$ cat src/rtl/qspi_sram_arbiter_pkg.sv
// Shared constants for the QSPI SRAM arbiter: state encoding, default
// SIO width, bus idle pin levels and a small saturating-increment helper.
package qspi_arb_pkg;

  localparam int SIO_WIDTH_DEF = 4;

  // FSM state encoding. The grant states double as the pin-mux select:
  // S_GRANT0 routes master 0, S_GRANT1 routes master 1, anything else idles.
  localparam logic [1:0] S_IDLE   = 2'd0;
  localparam logic [1:0] S_GRANT0 = 2'd1;
  localparam logic [1:0] S_GRANT1 = 2'd2;
  localparam logic [1:0] S_GAP    = 2'd3;

  // Pin levels presented to the SRAM whenever nobody owns the bus.
  localparam logic IDLE_CS_N = 1'b1;
  localparam logic IDLE_SCK  = 1'b0;
  localparam logic IDLE_OE   = 1'b0;

  // Increment that sticks at lim instead of wrapping.
  function automatic logic [3:0] sat_inc(input logic [3:0] v, input logic [3:0] lim);
    return (v >= lim) ? lim : v + 4'd1;
  endfunction

endpackage

$ cat src/rtl/qspi_sram_arbiter_if.sv
// One requester's view of the shared QSPI pins: request/grant handshake,
// the pins it wants to drive, and the SIO input data routed back to it.
interface qspi_arb_if
  import qspi_arb_pkg::*;
#(
  parameter int SIO_WIDTH = SIO_WIDTH_DEF
);

  logic                 req;
  logic                 gnt;
  logic                 cs_n;
  logic                 sck;
  logic                 sio_oe;
  logic [SIO_WIDTH-1:0] sio_o;
  logic [SIO_WIDTH-1:0] sio_i;

  // Requester side.
  modport master (output req, cs_n, sck, sio_oe, sio_o, input gnt, sio_i);
  // Arbiter side.
  modport slave  (input req, cs_n, sck, sio_oe, sio_o, output gnt, sio_i);

endinterface

$ cat src/rtl/qspi_sram_arbiter_pin_mux.sv
// Purely combinational 2:1 QSPI pin selector. The select is the arbiter's
// state: a grant state connects that master to the pads, every other value
// parks the pads at idle levels and returns zero SIO data to both masters.
module qspi_pin_mux
  import qspi_arb_pkg::*;
#(
  parameter int SIO_WIDTH = SIO_WIDTH_DEF
) (
  input  logic [1:0]           i_sel,
  input  logic                 i_m0_cs_n,
  input  logic                 i_m0_sck,
  input  logic                 i_m0_sio_oe,
  input  logic [SIO_WIDTH-1:0] i_m0_sio_o,
  input  logic                 i_m1_cs_n,
  input  logic                 i_m1_sck,
  input  logic                 i_m1_sio_oe,
  input  logic [SIO_WIDTH-1:0] i_m1_sio_o,
  input  logic [SIO_WIDTH-1:0] i_mem_sio_i,
  output logic                 o_mem_cs_n,
  output logic                 o_mem_sck,
  output logic                 o_mem_sio_oe,
  output logic [SIO_WIDTH-1:0] o_mem_sio_o,
  output logic [SIO_WIDTH-1:0] o_m0_sio_i,
  output logic [SIO_WIDTH-1:0] o_m1_sio_i
);

  // Route the owning master to the pads, or hold the pads idle.
  always_comb begin
    // NOTE: every output gets a default before the case so no path leaves
    // one unassigned; that is what keeps this block free of latches.
    o_mem_cs_n   = IDLE_CS_N;
    o_mem_sck    = IDLE_SCK;
    o_mem_sio_oe = IDLE_OE;
    o_mem_sio_o  = '0;
    o_m0_sio_i   = '0;
    o_m1_sio_i   = '0;
    case (i_sel)
      S_GRANT0: begin
        o_mem_cs_n   = i_m0_cs_n;
        o_mem_sck    = i_m0_sck;
        o_mem_sio_oe = i_m0_sio_oe;
        o_mem_sio_o  = i_m0_sio_o;
        o_m0_sio_i   = i_mem_sio_i;
      end
      S_GRANT1: begin
        o_mem_cs_n   = i_m1_cs_n;
        o_mem_sck    = i_m1_sck;
        o_mem_sio_oe = i_m1_sio_oe;
        o_mem_sio_o  = i_m1_sio_o;
        o_m1_sio_i   = i_mem_sio_i;
      end
      default: ;
    endcase
  end

endmodule

$ cat src/rtl/qspi_sram_arbiter.sv
// Transaction-level arbiter sharing one QSPI SRAM between the display fetch
// engine (m0, high priority) and the CPU/loader VRAM port (m1). A grant is
// held until its master has dropped req with cs_n high, then the bus is
// parked idle for CS_GAP_CYCLES before the next arbitration. m1 is forced
// through after STARVE_LIMIT consecutive m0 wins while it was waiting.
module qspi_sram_arbiter
  import qspi_arb_pkg::*;
#(
  parameter int SIO_WIDTH     = SIO_WIDTH_DEF,
  parameter int CS_GAP_CYCLES = 2,
  parameter int STARVE_LIMIT  = 4
) (
  input  logic                 clk,
  input  logic                 reset,
  qspi_arb_if.slave            m0,
  qspi_arb_if.slave            m1,
  output logic                 o_mem_cs_n,
  output logic                 o_mem_sck,
  output logic                 o_mem_sio_oe,
  output logic [SIO_WIDTH-1:0] o_mem_sio_o,
  input  logic [SIO_WIDTH-1:0] i_mem_sio_i,
  output logic                 o_busy
);

  localparam logic [3:0] GAP_LOAD   = 4'(CS_GAP_CYCLES - 1);
  localparam logic [3:0] STARVE_MAX = 4'(STARVE_LIMIT);

  logic [1:0] r_state;
  logic [3:0] r_gap_cnt;
  logic [3:0] r_starve_cnt;

  logic [1:0] w_state_nxt;
  logic [3:0] w_gap_nxt;
  logic [3:0] w_starve_nxt;

  // Next-state, gap countdown and starvation bookkeeping.
  always_comb begin
    w_state_nxt  = r_state;
    w_gap_nxt    = r_gap_cnt;
    w_starve_nxt = r_starve_cnt;
    case (r_state)
      S_IDLE: begin
        if (m0.req && m1.req) begin
          if (r_starve_cnt == STARVE_MAX) begin
            w_state_nxt  = S_GRANT1;
            w_starve_nxt = '0;
          end else begin
            w_state_nxt  = S_GRANT0;
            w_starve_nxt = sat_inc(r_starve_cnt, STARVE_MAX);
          end
        end else if (m0.req) begin
          // m1 is not waiting, so this win does not count toward starvation.
          w_state_nxt = S_GRANT0;
        end else if (m1.req) begin
          w_state_nxt  = S_GRANT1;
          w_starve_nxt = '0;
        end
      end
      S_GRANT0: begin
        // Only release on a closed CS so the SRAM never sees a cut frame.
        if (!m0.req && m0.cs_n) begin
          w_state_nxt = S_GAP;
          w_gap_nxt   = GAP_LOAD;
        end
      end
      S_GRANT1: begin
        if (!m1.req && m1.cs_n) begin
          w_state_nxt = S_GAP;
          w_gap_nxt   = GAP_LOAD;
        end
      end
      S_GAP: begin
        if (r_gap_cnt == '0) begin
          w_state_nxt = S_IDLE;
        end else begin
          w_gap_nxt = r_gap_cnt - 4'd1;
        end
      end
      default: w_state_nxt = S_IDLE;
    endcase
  end

  // State and counter registers with synchronous reset.
  always_ff @(posedge clk) begin
    // NOTE: sequential state uses non-blocking assignments so every register
    // samples the pre-edge values, independent of statement order.
    if (reset) begin
      r_state      <= S_IDLE;
      r_gap_cnt    <= '0;
      r_starve_cnt <= '0;
    end else begin
      r_state      <= w_state_nxt;
      r_gap_cnt    <= w_gap_nxt;
      r_starve_cnt <= w_starve_nxt;
    end
  end

  // Grants are straight decodes of the state register, so they change only
  // on clock edges.
  assign m0.gnt = (r_state == S_GRANT0);
  assign m1.gnt = (r_state == S_GRANT1);
  assign o_busy = (r_state != S_IDLE);

  qspi_pin_mux #(
    .SIO_WIDTH(SIO_WIDTH)
  ) u_pin_mux (
    .i_sel        (r_state),
    .i_m0_cs_n    (m0.cs_n),
    .i_m0_sck     (m0.sck),
    .i_m0_sio_oe  (m0.sio_oe),
    .i_m0_sio_o   (m0.sio_o),
    .i_m1_cs_n    (m1.cs_n),
    .i_m1_sck     (m1.sck),
    .i_m1_sio_oe  (m1.sio_oe),
    .i_m1_sio_o   (m1.sio_o),
    .i_mem_sio_i  (i_mem_sio_i),
    .o_mem_cs_n   (o_mem_cs_n),
    .o_mem_sck    (o_mem_sck),
    .o_mem_sio_oe (o_mem_sio_oe),
    .o_mem_sio_o  (o_mem_sio_o),
    .o_m0_sio_i   (m0.sio_i),
    .o_m1_sio_i   (m1.sio_i)
  );

endmodule

$ cat src/flat_wrapper.sv
// flat-port wrapper written by rule: the top's interface ports become plain ports
module qspi_sram_arbiter_flat import qspi_arb_pkg::*;
#(
  parameter int SIO_WIDTH     = SIO_WIDTH_DEF,
  parameter int CS_GAP_CYCLES = 2,
  parameter int STARVE_LIMIT  = 4
)
  (clk, reset, o_mem_cs_n, o_mem_sck, o_mem_sio_oe, o_mem_sio_o, i_mem_sio_i, o_busy, m0_req, m0_cs_n, m0_sck, m0_sio_oe, m0_sio_o, m0_gnt, m0_sio_i, m1_req, m1_cs_n, m1_sck, m1_sio_oe, m1_sio_o, m1_gnt, m1_sio_i);
  qspi_arb_if #(.SIO_WIDTH(SIO_WIDTH)) m0_i ();
  qspi_arb_if #(.SIO_WIDTH(SIO_WIDTH)) m1_i ();
  input  logic clk;
  input  logic reset;
  output logic o_mem_cs_n;
  output logic o_mem_sck;
  output logic o_mem_sio_oe;
  output logic [SIO_WIDTH-1:0] o_mem_sio_o;
  input  logic [SIO_WIDTH-1:0] i_mem_sio_i;
  output logic o_busy;
  input wire logic [$bits(m0_i.req)-1:0] m0_req;
  input wire logic [$bits(m0_i.cs_n)-1:0] m0_cs_n;
  input wire logic [$bits(m0_i.sck)-1:0] m0_sck;
  input wire logic [$bits(m0_i.sio_oe)-1:0] m0_sio_oe;
  input wire logic [$bits(m0_i.sio_o)-1:0] m0_sio_o;
  output wire logic [$bits(m0_i.gnt)-1:0] m0_gnt;
  output wire logic [$bits(m0_i.sio_i)-1:0] m0_sio_i;
  input wire logic [$bits(m1_i.req)-1:0] m1_req;
  input wire logic [$bits(m1_i.cs_n)-1:0] m1_cs_n;
  input wire logic [$bits(m1_i.sck)-1:0] m1_sck;
  input wire logic [$bits(m1_i.sio_oe)-1:0] m1_sio_oe;
  input wire logic [$bits(m1_i.sio_o)-1:0] m1_sio_o;
  output wire logic [$bits(m1_i.gnt)-1:0] m1_gnt;
  output wire logic [$bits(m1_i.sio_i)-1:0] m1_sio_i;
  assign m0_i.req = m0_req;
  assign m0_i.cs_n = m0_cs_n;
  assign m0_i.sck = m0_sck;
  assign m0_i.sio_oe = m0_sio_oe;
  assign m0_i.sio_o = m0_sio_o;
  assign m0_gnt = m0_i.gnt;
  assign m0_sio_i = m0_i.sio_i;
  assign m1_i.req = m1_req;
  assign m1_i.cs_n = m1_cs_n;
  assign m1_i.sck = m1_sck;
  assign m1_i.sio_oe = m1_sio_oe;
  assign m1_i.sio_o = m1_sio_o;
  assign m1_gnt = m1_i.gnt;
  assign m1_sio_i = m1_i.sio_i;
  qspi_sram_arbiter #(.SIO_WIDTH(SIO_WIDTH), .CS_GAP_CYCLES(CS_GAP_CYCLES), .STARVE_LIMIT(STARVE_LIMIT)) u_core (.clk(clk), .reset(reset), .m0(m0_i), .m1(m1_i), .o_mem_cs_n(o_mem_cs_n), .o_mem_sck(o_mem_sck), .o_mem_sio_oe(o_mem_sio_oe), .o_mem_sio_o(o_mem_sio_o), .i_mem_sio_i(i_mem_sio_i), .o_busy(o_busy));
endmodule
$ cat config.mk
export PLATFORM = sky130hd
export DESIGN_NAME = qspi_sram_arbiter_flat
export DESIGN_NICKNAME = d
export VERILOG_FILES = /design/src/rtl/qspi_sram_arbiter_pkg.sv /design/src/rtl/qspi_sram_arbiter_if.sv /design/src/rtl/qspi_sram_arbiter_pin_mux.sv /design/src/rtl/qspi_sram_arbiter.sv /design/src/flat_wrapper.sv
export SDC_FILE = /design/constraint.sdc
export NUM_CORES = 1
export LEC_CHECK = 0
export CAP_MARGIN = 30
export CORE_MARGIN = 2
export CORE_UTILIZATION = 37
export CTS_BUF_LIST = sky130_fd_sc_hd__clkbuf_2 sky130_fd_sc_hd__clkbuf_4 sky130_fd_sc_hd__clkbuf_8
export DETAILED_ROUTE_END_ITERATION = 7
export PLACE_DENSITY = 0.75
export SYNTH_ARGS = -nofsm -noshare
export SYNTH_HDL_FRONTEND = slang
export SYNTH_SLANG_ARGS = --single-unit
$ cat constraint.sdc
create_clock -name clk -period 1.8 [get_ports clk]
set_clock_uncertainty 0.15 [all_clocks]
set_input_delay 0.36 -clock clk [delete_from_list [all_inputs] [get_ports clk]]
set_output_delay 0.36 -clock clk [all_outputs]
set_load 0.02 [all_outputs]
==> results of run 1 <==
## final cells by class
type                       instances  area (µm²)  area share
clock buffer                       4       36.28     0.02204
sequential                        10       209.0      0.1269
multi-input combinational         76       676.9      0.4111
inverter                           9       41.29     0.02508
tap                               27       33.78     0.02052
timing repair buffer              70       649.4      0.3944
## placed cells by master, fill, tap and decap left out, types with 2 or more instances in the layout
| master | instances |
|---|---|
| nor2b_2 | 5 |
| dfxtp_4 | 2 |
| ha_1 | 4 |
| nand2b_1 | 3 |
| and3_1 | 3 |
| clkbuf_4 | 3 |
| inv_2 | 2 |
| a21oi_1 | 6 |
| ha_4 | 4 |
| nor2_1 | 4 |
| buf_6 | 19 |
| dfxtp_1 | 7 |
| or3_1 | 2 |
| a22oi_2 | 7 |
| and2_4 | 8 |
| nor3_1 | 2 |
| nand4b_1 | 2 |
| buf_4 | 28 |
| nand4_1 | 2 |
| nand2_1 | 5 |
| inv_1 | 5 |
| clkdlybuf4s50_1 | 21 |
## through the flow
| step | worst slack (ns) | power (µW) |
|---|---|---|
| finish | -0.1653 | 2594 |
| global route | -0.2119 | 2731 |
| CTS | -0.08411 | 2345 |
| detailed placement | -0.3676 | 1766 |
| global placement | -0.3281 | 1725 |
| floorplan | 0.005342 | 1086 |
## power by group through the flow
stage	Sequential (µW)	Clock [µW]	Combinational (µW)
finish	339	209	2040
global route	343	223	2160
CTS	326	210	1810
detailed placement	296	0	1470
global placement	293	0	1430
floorplan	295	0	791
## repair_timing
action,CTS,global route
setup buffers,8,5
pin swaps,13,4
resized for setup,135,8
endpoints found under the hold margin,0,0
endpoints found under the setup margin,21,23
## cells by family (layout without fill, tap and decap cells)
group | Yosys count | after routing
multiplexers | 1 | 1
AO/OA/AOI/OAI | 25 | 25
flip-flops | 10 | 10
AND/OR/NAND/NOR | 42 | 42
adder cells (fa/ha/maj) | 8 | 8
buffers and inverters | 12 | 83
## cells in the mapped netlist, types with 2 or more instances
| cell type | count | area, µm² |
|---|---|---|
| dfxtp_1 | 10 | 200.2 |
| and2_1 | 9 | 56.30 |
| inv_1 | 9 | 33.78 |
| a22oi_1 | 8 | 60.06 |
| ha_1 | 8 | 100.1 |
| a21oi_1 | 7 | 35.03 |
| nand2_1 | 6 | 22.52 |
| nor2b_1 | 6 | 37.54 |
| nor2_1 | 4 | 15.01 |
| and3_1 | 3 | 18.77 |
| clkbuf_1 | 3 | 11.26 |
| nand2b_1 | 3 | 18.77 |
| a311oi_1 | 2 | 17.52 |
| nand4_1 | 2 | 12.51 |
| nand4b_1 | 2 | 17.52 |
| nor3_1 | 2 | 10.01 |
| or3_1 | 2 | 12.51 |
## registers in the layout, summed over array words and instances, names as in the netlist
name,flops
u_core.r_gap_cnt,4
u_core.r_state,2
u_core.r_starve_cnt,4
## final timing paths
check,endpoint,cells past startpoint
hold / removal,u_core.r_starve_cnt[1],2
setup reg to reg,u_core.r_state[1],7
hold reg to reg,u_core.r_starve_cnt[1],2
setup / recovery,u_core.r_state[1],7
## layer usage
metal,part of all wire,GRT usage
met1,0.38,0.2960
met2,0.53,0.4846
met3,0.053,0.05758
met4,0.037,0.06019
met5,0,0
## worst register-to-register path, cell delays in order (launching register included)
cell      delay [ns]
dfxtp_2         0.32
inv_2           0.07
ha_4            0.14
or3b_1          0.36
a222oi_1        0.27
buf_4           0.20
nand2_2         0.07
o41ai_2         0.26
==> results.yml, run 1 <==
setup_path:
  cp.required_ns: 1.80
  critPathLaunchType: "flip-flop"
  max_stage_delay_ns: 0.36
  worstSetupEndpointType: "flip-flop"
  critical_path_buf_inv_count: 2
  critical_path_peak_fanout: 4
  crit_family: "compound AO/OA/AOI/OAI gates"
  crit_type: "reg2reg"
  cp.arrival_ns: 1.97
  cp_slowest_cell: "or3b_1"
  critPathLaunch: "u_core.r_gap_cnt[1]"
  r2r_setup_slack_ns: -0.17
  path_cells: "inv_2, ha_4, or3b_1, a222oi_1, buf_4, nand2_2, o41ai_2"
  reg2reg_from: "u_core.r_gap_cnt[1]"
sta:
  rsz0062_at_grt: "true"
  fin_setup_tns_ns: -1.355
  max_freq_mhz: 508.8
  hold_ws_ns: 0.3383
  layout_min_cycle_time_ns: 1.965
  hold_violations: 0
  setup_viol: 18
  finalCritPeriodShare: 1.092
  layout_setup_ws_ns: -0.1653
  slew_violations: 0
  relSlewSlack: 0.7967
  worst_pin_slew_ns: 0.3016
routing:
  wl_per_cell_um: 17.97
  vias_per_cell: 5.439
  first_pass_iters: 4
  ant_nets: 0
  drc: 0
  vias: 1066
  wirelength_mm: 3.523
  dr.first_iter.drc_count: 34
floorplan:
  die_area_um2: 2512
  ioPinCount: 40
  die_y_um: 50.12
  rows: 16
  core_um2: 1982
  start_util: 0.3971
  die_w_um: 50.12
clock_network:
  clock_sinks: 10
  clk_pin_slew_worst_paths_ns: 0.07
  cts_buffers: 3
  htree_levels: 1
  cts_tree: "done"
  cts_buffer_depth: 2
  ctsHoldBuffers: 0
  clock-root-buffer: "clkbuf_4"
  clk_latency_ns: 0.28
place:
  numPlacedInstances: 179
  gp_congestion: 0.8432
  dpl_cell_area_um2: 1355
  hpwl_mm: 1.903
  port_buffers: 39
synthesis:
  synth-seq-area-share: 0.2544
  synth.area.mux_share: 0.01272
  syn_nets: 128
  ys_ff_latch: 10
  synth_xor_area_frac: 0
  yosysUniqueCellTypes: 29
  synth-edff-count: 0
  syn_inst: 98
  synthFlopType: "dfxtp_1"
  synthAdderAreaFrac: 0.1272
  synth-compound-area-share: 0.2401
  synth-simple-area-share: 0.3084
  netlist_area_um2: 787.0
  yosys_warnings: 0
  async_flop_share: 0
  synth_top_family_by_area: "simple AND/OR/NAND/NOR gates"
  synth_area_per_cell_um2: 8.031
global_route:
  grt-ovfl-total: 0
  grt_pass1_wl_mm: 4.968
  grt_usage: 0.2607
  antenna_found_initial: 0
  grt_pass1_vias: 1004
  grt_max_degree: 9
power_and_ir_drop:
  power_frac_seq: 0.131
  switching_share: 0.4279
  power_density_nw_per_um2: 1575
  ir_worst_vdd_v: 0.001010
  p_clk_frac: 0.081
  p_switching_uw: 1110
  power_frac_comb: 0.788
  p_int_uw: 1484
  leakagePower_uw: 0.0007066
cells_and_area:
  final_cells: 196
  syn_to_final_growth_pct: 109.2
  finalNetCount: 200
  fin_area_um2: 1647
  drive_above_1_share: 0.5207
  fill_cells: 104
  final_util: 0.8308
  diodes: 0
min_path:
  hp-start: "u_core.r_starve_cnt[1]"
  hp-class: "reg2reg"
run:
  cap_violations: 0
outcome:
  violations: "setup timing"
  status: "complete, but fails checks"
Note: power is estimated with default switching activity, not from simulation.
==> inputs of run 2 (changes only) <==
--- a/config.mk
+++ b/config.mk
@@ -5,12 +5,13 @@
 export SDC_FILE = /design/constraint.sdc
 export NUM_CORES = 1
 export LEC_CHECK = 0
+export ABC_CLOCK_PERIOD_IN_PS = 1800
 export CAP_MARGIN = 30
 export CORE_MARGIN = 2
 export CORE_UTILIZATION = 37
 export CTS_BUF_LIST = sky130_fd_sc_hd__clkbuf_2 sky130_fd_sc_hd__clkbuf_4 sky130_fd_sc_hd__clkbuf_8
 export DETAILED_ROUTE_END_ITERATION = 7
-export PLACE_DENSITY = 0.75
+export PLACE_DENSITY = 0.78
 export SYNTH_ARGS = -nofsm -noshare
 export SYNTH_HDL_FRONTEND = slang
 export SYNTH_SLANG_ARGS = --single-unit
==> results.yml, run 2 (synthesis results as in run 1) <==
global_route:
  grt_pass1_vias: 1073
  antenna_found_initial: 0
  grt_usage: 0.2583
  grt_max_degree: 10
  grt-ovfl-total: 0
  grt_pass1_wl_mm: 5.050
cells_and_area:
  fill_cells: 106
  final_cell_mix: "buf_4, clkdlybuf4s50_1, buf_6, a22oi_2"
  multiInputGateArea_um2: 683.2
  final_common_cell: "buf_4"
  finalNetCount: 205
  syn_to_final_growth_pct: 113.2
  drive_above_1_share: 0.5575
  diodes: 0
  seqCellArea_um2: 210.2
  largestRegisters: "u_core.r_gap_cnt: 4 flops, u_core.r_starve_cnt: 4 flops, u_core.r_state: 2 flops"
  fin_area_um2: 1678
  final_cells: 201
floorplan:
  ioPinCount: 40
  die_area_um2: 2512
  die_y_um: 50.12
  die_w_um: 50.12
  start_util: 0.3971
  core_um2: 1982
  rows: 16
place:
  numPlacedInstances: 177
  gp_congestion: 0.8272
  hpwl_mm: 2.035
  dpl_cell_area_um2: 1340
  port_buffers: 39
setup_path:
  cp.arrival_ns: 1.99
  crit_type: "reg2reg"
  critPathMostFrequentCell: "buf_6"
  path_cells: "buf_6, ha_4, buf_6, buf_6, a222oi_1, buf_4, buf_4, a211o_1, o41ai_2"
  cp_slowest_cell: "dfxtp_4"
  worstSetupEndpointType: "flip-flop"
  critical_path_buf_inv_count: 5
  cp.required_ns: 1.80
  critical_path_peak_fanout: 6
  max_stage_delay_ns: 0.36
  critPathLaunchType: "flip-flop"
  crit_family: "buffers and inverters"
run:
  cap_violations: 0
clock_network:
  htree_levels: 1
  clk_latency_ns: 0.26
  ctsHoldBuffers: 0
  cts_buffer_depth: 2
  clock-root-buffer: "clkbuf_4"
  cts_tree: "done"
  clk_pin_slew_worst_paths_ns: 0.07
  cts_buffers: 3
  clock_sinks: 10
outcome:
  status: "complete, but fails checks"
  violations: "setup timing"
sta:
  layout_min_cycle_time_ns: 1.992
  layout_setup_ws_ns: -0.1917
  worst_pin_slew_ns: 0.2803
  hold_violations: 0
  setup_viol: 15
  relSlewSlack: 0.8131
  hold_ws_ns: 0.3394
  finalCritPeriodShare: 1.106
  fin_setup_tns_ns: -1.790
  max_freq_mhz: 502.1
  rsz0062_at_grt: "true"
  slew_violations: 0
routing:
  drc: 0
  dr.first_iter.drc_count: 38
  vias: 1105
  first_pass_iters: 4
  vias_per_cell: 5.498
  ant_nets: 0
  wl_per_cell_um: 17.61
  wirelength_mm: 3.540
power_and_ir_drop:
  ir_worst_vdd_v: 0.001127
  power_density_nw_per_um2: 1600
  leakagePower_uw: 0.0007326
  power_uw: 2685
min_path:
  hp-class: "reg2reg"
## run 2: routing by layer
metal | up-vias | GRT usage | part of all wire
li1 | 511 | - | -
met5 | - | 0 | 0
met1 | 539 | 0.3076 | 0.41
met3 | 12 | 0.05152 | 0.036
met4 | 0 | 0.02778 | 0.028
met2 | 43 | 0.4825 | 0.53
## run 2: final timing paths
| path | cells past startpoint | endpoint | startpoint | slack [ns] |
|---|---|---|---|---|
| max | 9 | u_core.r_state[1] | u_core.r_state[1] | -0.19 |
| min | 2 | u_core.r_starve_cnt[1] | u_core.r_starve_cnt[1] | 0.34 |
| max reg2reg | 9 | u_core.r_state[1] | u_core.r_state[1] | -0.19 |
| min reg2reg | 2 | u_core.r_starve_cnt[1] | u_core.r_starve_cnt[1] | 0.34 |
## run 2: timing repair
item | CTS | global route
gates resized for setup | 124 | 18
setup endpoints to repair | 23 | 21
pin swaps | 10 | 16
setup buffers | 15 | 5
## run 2: per-stage QoR
step / worst slack (ns) / util
2_1_floorplan: 0.005342 / -
6_report: -0.1917 / 0.8466
3_3_place_gp: -0.3352 / 0.6761
3_5_place_dp: -0.4111 / 0.6761
4_1_cts: -0.1573 / 0.8062
5_1_grt: -0.2421 / 0.8466
## run 2: final cells by class
| cell class | instances | share of cell area |
|---|---|---|
| Clock buffer | 4 | 0.02163 |
| Inverter | 9 | 0.02163 |
| Multi-Input combinational cell | 76 | 0.4072 |
| Sequential cell | 10 | 0.1253 |
| Tap cell | 27 | 0.02013 |
| Timing Repair Buffer | 75 | 0.4042 |
## run 2: worst min-delay path: stages (launching register included)
cell and delay [ns]:
dfxtp_1 0.33, nand2_1 0.06, a21oi_1 0.05
## run 2: report_power, final
part	total, µW	switching [µW]	internal (µW)	leakage [µW]
clock	202	79.2	123	0.0000210
sequential	328	50.2	278	0.0000835
combinational	2160	1000	1150	0.000628
total	2690	1130	1550	0.000733
